[src/rtl/vga_pkg.sv]
// Shared VGA timing constants and sync-tracker state encoding.
// Used by the sync receiver and the display generator.
package vga_pkg;

   localparam int H_TOTAL_D  = 800;
   localparam int H_START_D  = 144;
   localparam int H_ACTIVE_D = 640;
   localparam int V_TOTAL_D  = 525;
   localparam int V_START_D  = 35;
   localparam int V_ACTIVE_D = 480;

   localparam logic [9:0]  CNT_MAX  = 10'h3FF;
   localparam logic [15:0] CRC_INIT = 16'hFFFF;
   localparam logic [15:0] CRC_POLY = 16'h1021;

   typedef enum logic [1:0] {
      SEARCH = 2'd0,
      TRACK  = 2'd1,
      LOCKED = 2'd2
   } vga_state_t;

endpackage

[src/rtl/vga_crc16.sv]
// Combinational CRC-16-CCITT step over one 12-bit pixel, MSB first.
// Only instantiated by vga_sync_rx when VGA_RX_CRC_EN is defined.
module vga_crc16
   import vga_pkg::*;
(
   input  logic [15:0] crc,
   input  logic [11:0] data,
   output logic [15:0] crc_nx
);

   logic [15:0] c;

   // Bit-serial update unrolled across the 12 colour bits
   always_comb begin
      c = crc;
      for (int i = 11; i >= 0; i--) begin
         if (c[15] ^ data[i])
            c = {c[14:0], 1'b0} ^ CRC_POLY;
         else
            c = {c[14:0], 1'b0};
      end
      crc_nx = c;
   end

endmodule

[src/rtl/vga_sync_rx.sv]
// VGA sync receiver: lock tracking, active-area coordinates, pixel capture.
// Optional frame CRC is built when VGA_RX_CRC_EN is defined.
module vga_sync_rx
   import vga_pkg::*;
#(
   parameter int H_TOTAL  = H_TOTAL_D,
   parameter int H_START  = H_START_D,
   parameter int H_ACTIVE = H_ACTIVE_D,
   parameter int V_TOTAL  = V_TOTAL_D,
   parameter int V_START  = V_START_D,
   parameter int V_ACTIVE = V_ACTIVE_D
) (
   input  logic        clk,
   input  logic        rst,
   input  logic        pix_ce,
   input  logic        hs,
   input  logic        vs,
   input  logic [3:0]  r,
   input  logic [3:0]  g,
   input  logic [3:0]  b,
   output logic [9:0]  x,
   output logic [9:0]  y,
   output logic        de,
   output logic [11:0] pix_rgb,
   output logic        locked,
   output logic        frame_start,
   output logic        sync_err,
   output logic [15:0] frame_crc,
   output logic        crc_valid
);

   localparam logic [9:0]  H_LAST = 10'(H_TOTAL - 1);
   localparam logic [9:0]  V_LAST = 10'(V_TOTAL - 1);
   localparam logic [9:0]  H_OFF  = 10'(H_START);
   localparam logic [9:0]  V_OFF  = 10'(V_START);
   localparam logic [10:0] H_LO   = 11'(H_START);
   localparam logic [10:0] H_HI   = 11'(H_START + H_ACTIVE);
   localparam logic [10:0] V_LO   = 11'(V_START);
   localparam logic [10:0] V_HI   = 11'(V_START + V_ACTIVE);

   vga_state_t state, state_nx;
   logic       hs_q, vs_q;
   logic [9:0] hcnt, vcnt;
   logic       line_ok, line_ok_nx;
   logic       err_nx;
   logic       hs_fall, vs_fall;
   logic       h_bad, v_bad, sat;
   logic       h_act, v_act, act;

   assign hs_fall = pix_ce & hs_q & ~hs;
   assign vs_fall = pix_ce & vs_q & ~vs;
   assign h_bad   = hs_fall && (hcnt != H_LAST);
   assign v_bad   = vs_fall && (vcnt != V_LAST);
   assign sat     = pix_ce && ((hcnt == CNT_MAX) || (vcnt == CNT_MAX));
   assign h_act   = ({1'b0, hcnt} >= H_LO) && ({1'b0, hcnt} < H_HI);
   assign v_act   = ({1'b0, vcnt} >= V_LO) && ({1'b0, vcnt} < V_HI);
   assign act     = (state == LOCKED) && h_act && v_act;
   assign locked  = (state == LOCKED);

   // Sync history, sampled only on pixel strobes, for edge detection
   always_ff @(posedge clk or negedge rst) begin
      if (!rst) begin
         hs_q <= 1'b1;
         vs_q <= 1'b1;
      end else if (pix_ce) begin
         hs_q <= hs;
         vs_q <= vs;
      end
   end

   // Saturating pixel and line counters, re-zeroed by sync falls
   always_ff @(posedge clk or negedge rst) begin
      if (!rst) begin
         hcnt <= '0;
         vcnt <= '0;
      end else if (pix_ce) begin
         if (hs_fall)
            hcnt <= '0;
         else if (hcnt != CNT_MAX)
            hcnt <= hcnt + 10'd1;
         if (vs_fall)
            vcnt <= '0;
         else if (hs_fall && (vcnt != CNT_MAX))
            vcnt <= vcnt + 10'd1;
      end
   end

   // Lock state and per-frame line-length flag
   always_ff @(posedge clk or negedge rst) begin
      if (!rst) begin
         state   <= SEARCH;
         line_ok <= 1'b1;
      end else begin
         state   <= state_nx;
         line_ok <= line_ok_nx;
      end
   end

   // Line check resolves first; the frame check sees its outcome
   always_comb begin
      state_nx   = state;
      line_ok_nx = line_ok;
      err_nx     = 1'b0;
      unique case (state)
         TRACK: begin
            if (h_bad)
               line_ok_nx = 1'b0;
         end
         LOCKED: begin
            if (h_bad || sat) begin
               err_nx   = 1'b1;
               state_nx = SEARCH;
            end
         end
         default: ;
      endcase
      if (vs_fall) begin
         unique case (state_nx)
            SEARCH:
               state_nx = TRACK;
            TRACK:
               state_nx = (line_ok_nx && !v_bad) ? LOCKED : SEARCH;
            LOCKED: begin
               if (v_bad) begin
                  err_nx   = 1'b1;
                  state_nx = SEARCH;
               end
            end
            default:
               state_nx = SEARCH;
         endcase
         line_ok_nx = 1'b1;
      end
   end

   // Registered pixel outputs and status pulses
   always_ff @(posedge clk or negedge rst) begin
      if (!rst) begin
         de          <= 1'b0;
         x           <= '0;
         y           <= '0;
         pix_rgb     <= '0;
         frame_start <= 1'b0;
         sync_err    <= 1'b0;
      end else begin
         frame_start <= vs_fall;
         sync_err    <= err_nx;
         if (pix_ce) begin
            de <= act;
            if (act) begin
               x       <= hcnt - H_OFF;
               y       <= vcnt - V_OFF;
               pix_rgb <= {r, g, b};
            end
         end
      end
   end

`ifdef VGA_RX_CRC_EN
   logic [15:0] crc, crc_nx;

   vga_crc16 u_crc (
      .crc    (crc),
      .data   ({r, g, b}),
      .crc_nx (crc_nx)
   );

   // Running CRC over active pixels, closed out on locked frame boundaries
   always_ff @(posedge clk or negedge rst) begin
      if (!rst) begin
         crc       <= CRC_INIT;
         frame_crc <= '0;
         crc_valid <= 1'b0;
      end else begin
         crc_valid <= 1'b0;
         if (vs_fall) begin
            crc <= CRC_INIT;
            if (state == LOCKED) begin
               frame_crc <= crc;
               crc_valid <= 1'b1;
            end
         end else if (pix_ce && act) begin
            crc <= crc_nx;
         end
      end
   end
`else
   assign frame_crc = '0;
   assign crc_valid = 1'b0;
`endif

endmodule

[config.mk]
export PLATFORM = sky130hd
export DESIGN_NAME = vga_sync_rx
export DESIGN_NICKNAME = d
export VERILOG_FILES = /design/src/rtl/vga_pkg.sv /design/src/rtl/vga_crc16.sv /design/src/rtl/vga_sync_rx.sv
export SDC_FILE = /design/constraint.sdc
export NUM_CORES = 1
export LEC_CHECK = 0
export ABC_AREA = 0
export CORE_MARGIN = 5
export CORE_UTILIZATION = 51
export DETAILED_ROUTE_END_ITERATION = 8
export GPL_TIMING_DRIVEN = 0
export PLACE_DENSITY = 0.8
export RECOVER_POWER = 50
export SYNTH_ARGS = -nofsm -noshare
export SYNTH_HDL_FRONTEND = slang
export SYNTH_SLANG_ARGS = --single-unit
[constraint.sdc]
create_clock -name clk -period 2.9 [get_ports clk]
set_clock_uncertainty 0.1 [all_clocks]
set_input_delay 0.435 -clock clk [delete_from_list [all_inputs] [get_ports clk]]
set_output_delay 0.435 -clock clk [all_outputs]
set_load 0.005 [all_outputs]
==> impl_results.md <==
* Crit path setup slack, layout at 334 ps
* Via-per-instance ratio at 5.42
* Max-cap viol count at 0
* Routed WL at 7000 µm
* Lkg Pwr at 2.02 nW
* Root buffer cell: clkbuf_8
* Grt ovf at 0
* Cts bufs inserted at 9
* Die Width at 89.8 µm
* Type of the worst min-delay path: flip-flop to flip-flop
* WP data required at 3010 ps
* Port Buffers at 52
* Layout cells sized above 1 at 23.6%
* Cells along the critical path: ha_1, buf_2, o41ai_2, a21o_2, a221oi_4, buf_6, mux2_2
* Drt pass-1 iters at 5
* I/O pin count at 70
* DR vias at 2459
* Initial core utilization at 51.7%
* Die Footprint at 8060 µm²
* H-tree depth at 3
* Synth Area per Inst at 11.2 µm²
* Final Instance Count excl. Fillers at 454
* Mapped cell area at 3250 µm²
* Final slew viol count at 0
* GP Congestion at 0.873
* Worst Tran Pin Value at 1180 ps
* Worst VDD drop at 352 µV
* # fillers at 480
* Chip Height at 89.8 µm
* DP HPWL at 4990 µm
* Core Footprint at 6280 µm²
* DP Cell Count at 437
* Post-synth top flop: dfrtp_1
* Multi-input logic area at 1520 µm²
* Synth async-reset ratio at 100%
* Max incr delay on CP at 490 ps
* CTS tree: done
* Final nets at 396
* Diode count at 0
* Critical Path Fanout Max at 10
* Max Root-Sink Buffers at 2
* Slew margin rel. at 21.6%
* Final setup fails at 0
* Number of flops mapped to enable cells by yosys at 0
* Post-DRT Antenna Nets at 0
* FF+latch count, synth at 60
* Post-Synthesis Cells at 291
* CP Capture Type: flip-flop
* Largest net degree at the start of global routing at 41
* Worst skew pair latency at 340 ps
* Routed len/inst at 15.4 µm
* Final hold vios at 0
* Seq/Total Area, Yosys at 46.4%
* Antenna violations before repair at 0
* Clk sinks at 60
* Max Freq at 390 MHz
* Row cnt at 29
* Post-synthesis cell type count at 52
* GRT Total Usage at 18.1%
* Clk slew on worst S/H paths at 70 ps
* First-pass GRT wire length at 12100 µm
* FF/Latch Area at 1510 µm²
* Crit path time final at 2570 ps
* Data arrival, critical path at 2680 ps
* Pre-CTS WS at 259 ps
* Crit path kind: flip-flop to flip-flop
* Share of the clock period used by the worst path at 88.5%
* Vias in the first global route at 2463
* Area growth, synth to finish at 28.5%
* Slowest library cell on the worst path: a221oi_4
* Cell Pwr Density at 521 nW/µm²
* Synth warnings at 0
* Status: complete, no violations
* Util after Layout at 66.5%
* Initial DRC Count at 199
* RSZ-0062 raised after global routing: no
* Critical path startpoint category: flip-flop
* Drt drc at 0
routing by layer:
| metal | global-route usage [%] | routed length (µm) |
|---|---|---|
| met4 | 8.06 | 145 |
| met3 | 5.18 | 491 |
| met5 | 0 | 0 |
| met2 | 26.7 | 3230 |
| met1 | 24.8 | 3130 |
placed cells by master, fill, tap and decap left out, drive strengths merged, types with 2 or more instances in the layout:
cell,count
a211oi,2
a21boi,2
a21o,2
a21oi,10
and3,5
buf,31
bufinv,2
clkbuf,16
clkdlybuf4s50,34
clkinvlp,2
conb,17
dfrtp,57
dfstp,3
dlygate4sd3,18
ha,7
inv,13
mux2,33
mux2i,4
nand2,14
nand2b,2
nand3,5
nand3b,2
nand4,6
nand4b,2
nor2,15
nor2b,2
nor3,5
nor3b,2
o2111ai,2
o211ai,7
o21ai,9
o31ai,5
o41ai,2
or3,4
or4,5
xnor2,7
xor2,13
path summary, 6_finish.rpt:
kind / start / to / slack (ps) / cells after the start
min in group asynchronous: rst / pix_rgb[0] / 750 / 2
max in group asynchronous: rst / vs_q / 1090 / 3
max reg2reg: vcnt[1] / y[7] / 330 / 7
min: de / de / 390 / 1
max: vcnt[1] / y[7] / 330 / 7
min reg2reg: de / de / 390 / 1
layout make-up:
type	instances	share of cell area, %
Clock inverter	5	2.01
Clock buffer	11	3.39
Multi-Input combinational cell	201	36.4
Buffer	34	5.70
Tap cell	77	2.31
Timing Repair Buffer	54	13.0
Inverter	12	1.08
Sequential cell	60	36.1
report_power, final:
part | internal, mW | switching, mW
registers | 0.903 | 0.0893
logic | 0.150 | 0.180
clock network | 0.511 | 0.342
total | 1.56 | 0.612
flip-flops by register name (all words and copies together) (netlist names):
signal,cells
y,10
line_ok,1
vs_q,1
de,1
frame_start,1
hcnt,10
x,10
pix_rgb,12
vcnt,10
sync_err,1
state,2
hs_q,1
Yosys cell counts, types with 2 or more instances:
cell / n / area, µm²
buf_4: 19 / 143
nor3b_1: 2 / 15.0
nor2b_1: 2 / 12.5
buf_6: 4 / 45.0
a21oi_1: 10 / 50.1
mux2_2: 27 / 304
dfstp_2: 3 / 78.8
nor2_1: 15 / 56.3
inv_1: 12 / 45.0
o211ai_1: 7 / 52.6
clkbuf_1: 3 / 11.3
nor3_1: 3 / 15.0
a21boi_0: 2 / 15.0
nand3b_1: 2 / 15.0
ha_1: 7 / 87.6
nand2b_1: 2 / 12.5
nand4_1: 6 / 37.5
nand3_1: 5 / 25.0
dfrtp_1: 57 / 1430
o2111ai_1: 2 / 17.5
nand4b_1: 2 / 17.5
o31ai_1: 5 / 37.5
and3_1: 5 / 31.3
or3_1: 4 / 25.0
nand2_1: 14 / 52.6
xor2_1: 13 / 114
or4_1: 5 / 37.5
buf_2: 7 / 35.0
o21ai_0: 9 / 45.0
xnor2_1: 7 / 61.3
mux2i_1: 4 / 40.0
mux2_4: 6 / 90.1
timing repair:
action,4_1_cts,5_1_grt
hold buffers,1,0
setup buffers,0,0
endpoints found under the hold margin,19,0
resized for setup,0,0
worst max-delay path: cells and delay by family, from the launching register on:
family,cells,cell delay [ps]
buf+inv,2,460
fa+ha+maj,1,190
flops,1,480
mux,1,350
compound gates,3,860
metrics by stage:
stage / hold WS [ps] / instance area, µm² / power [mW] / setup TNS (ps)
5_1_grt: 416 / 4170 / 2.29 / 0
3_5_place_dp: 322 / 3940 / 1.32 / 0
4_1_cts: 393 / 4170 / 2.19 / 0
2_1_floorplan: 39.4 / 3310 / 1.21 / 0
3_3_place_gp: 369 / 3920 / 1.31 / -36380
6_report: 385 / 4170 / 2.17 / 0
kinds of logic after synthesis:
logic type | synth area share (%)
adders and majority gates | 2.70
DFF | 46.4
AOI/OAI and AO/OA | 10.5
and+or+nand+nor | 12.8
other | 0.115
muxes | 13.4
xor gates and xnor gates | 5.40
buffers and inverters | 8.71
Note: power is estimated with default switching activity, not from simulation.
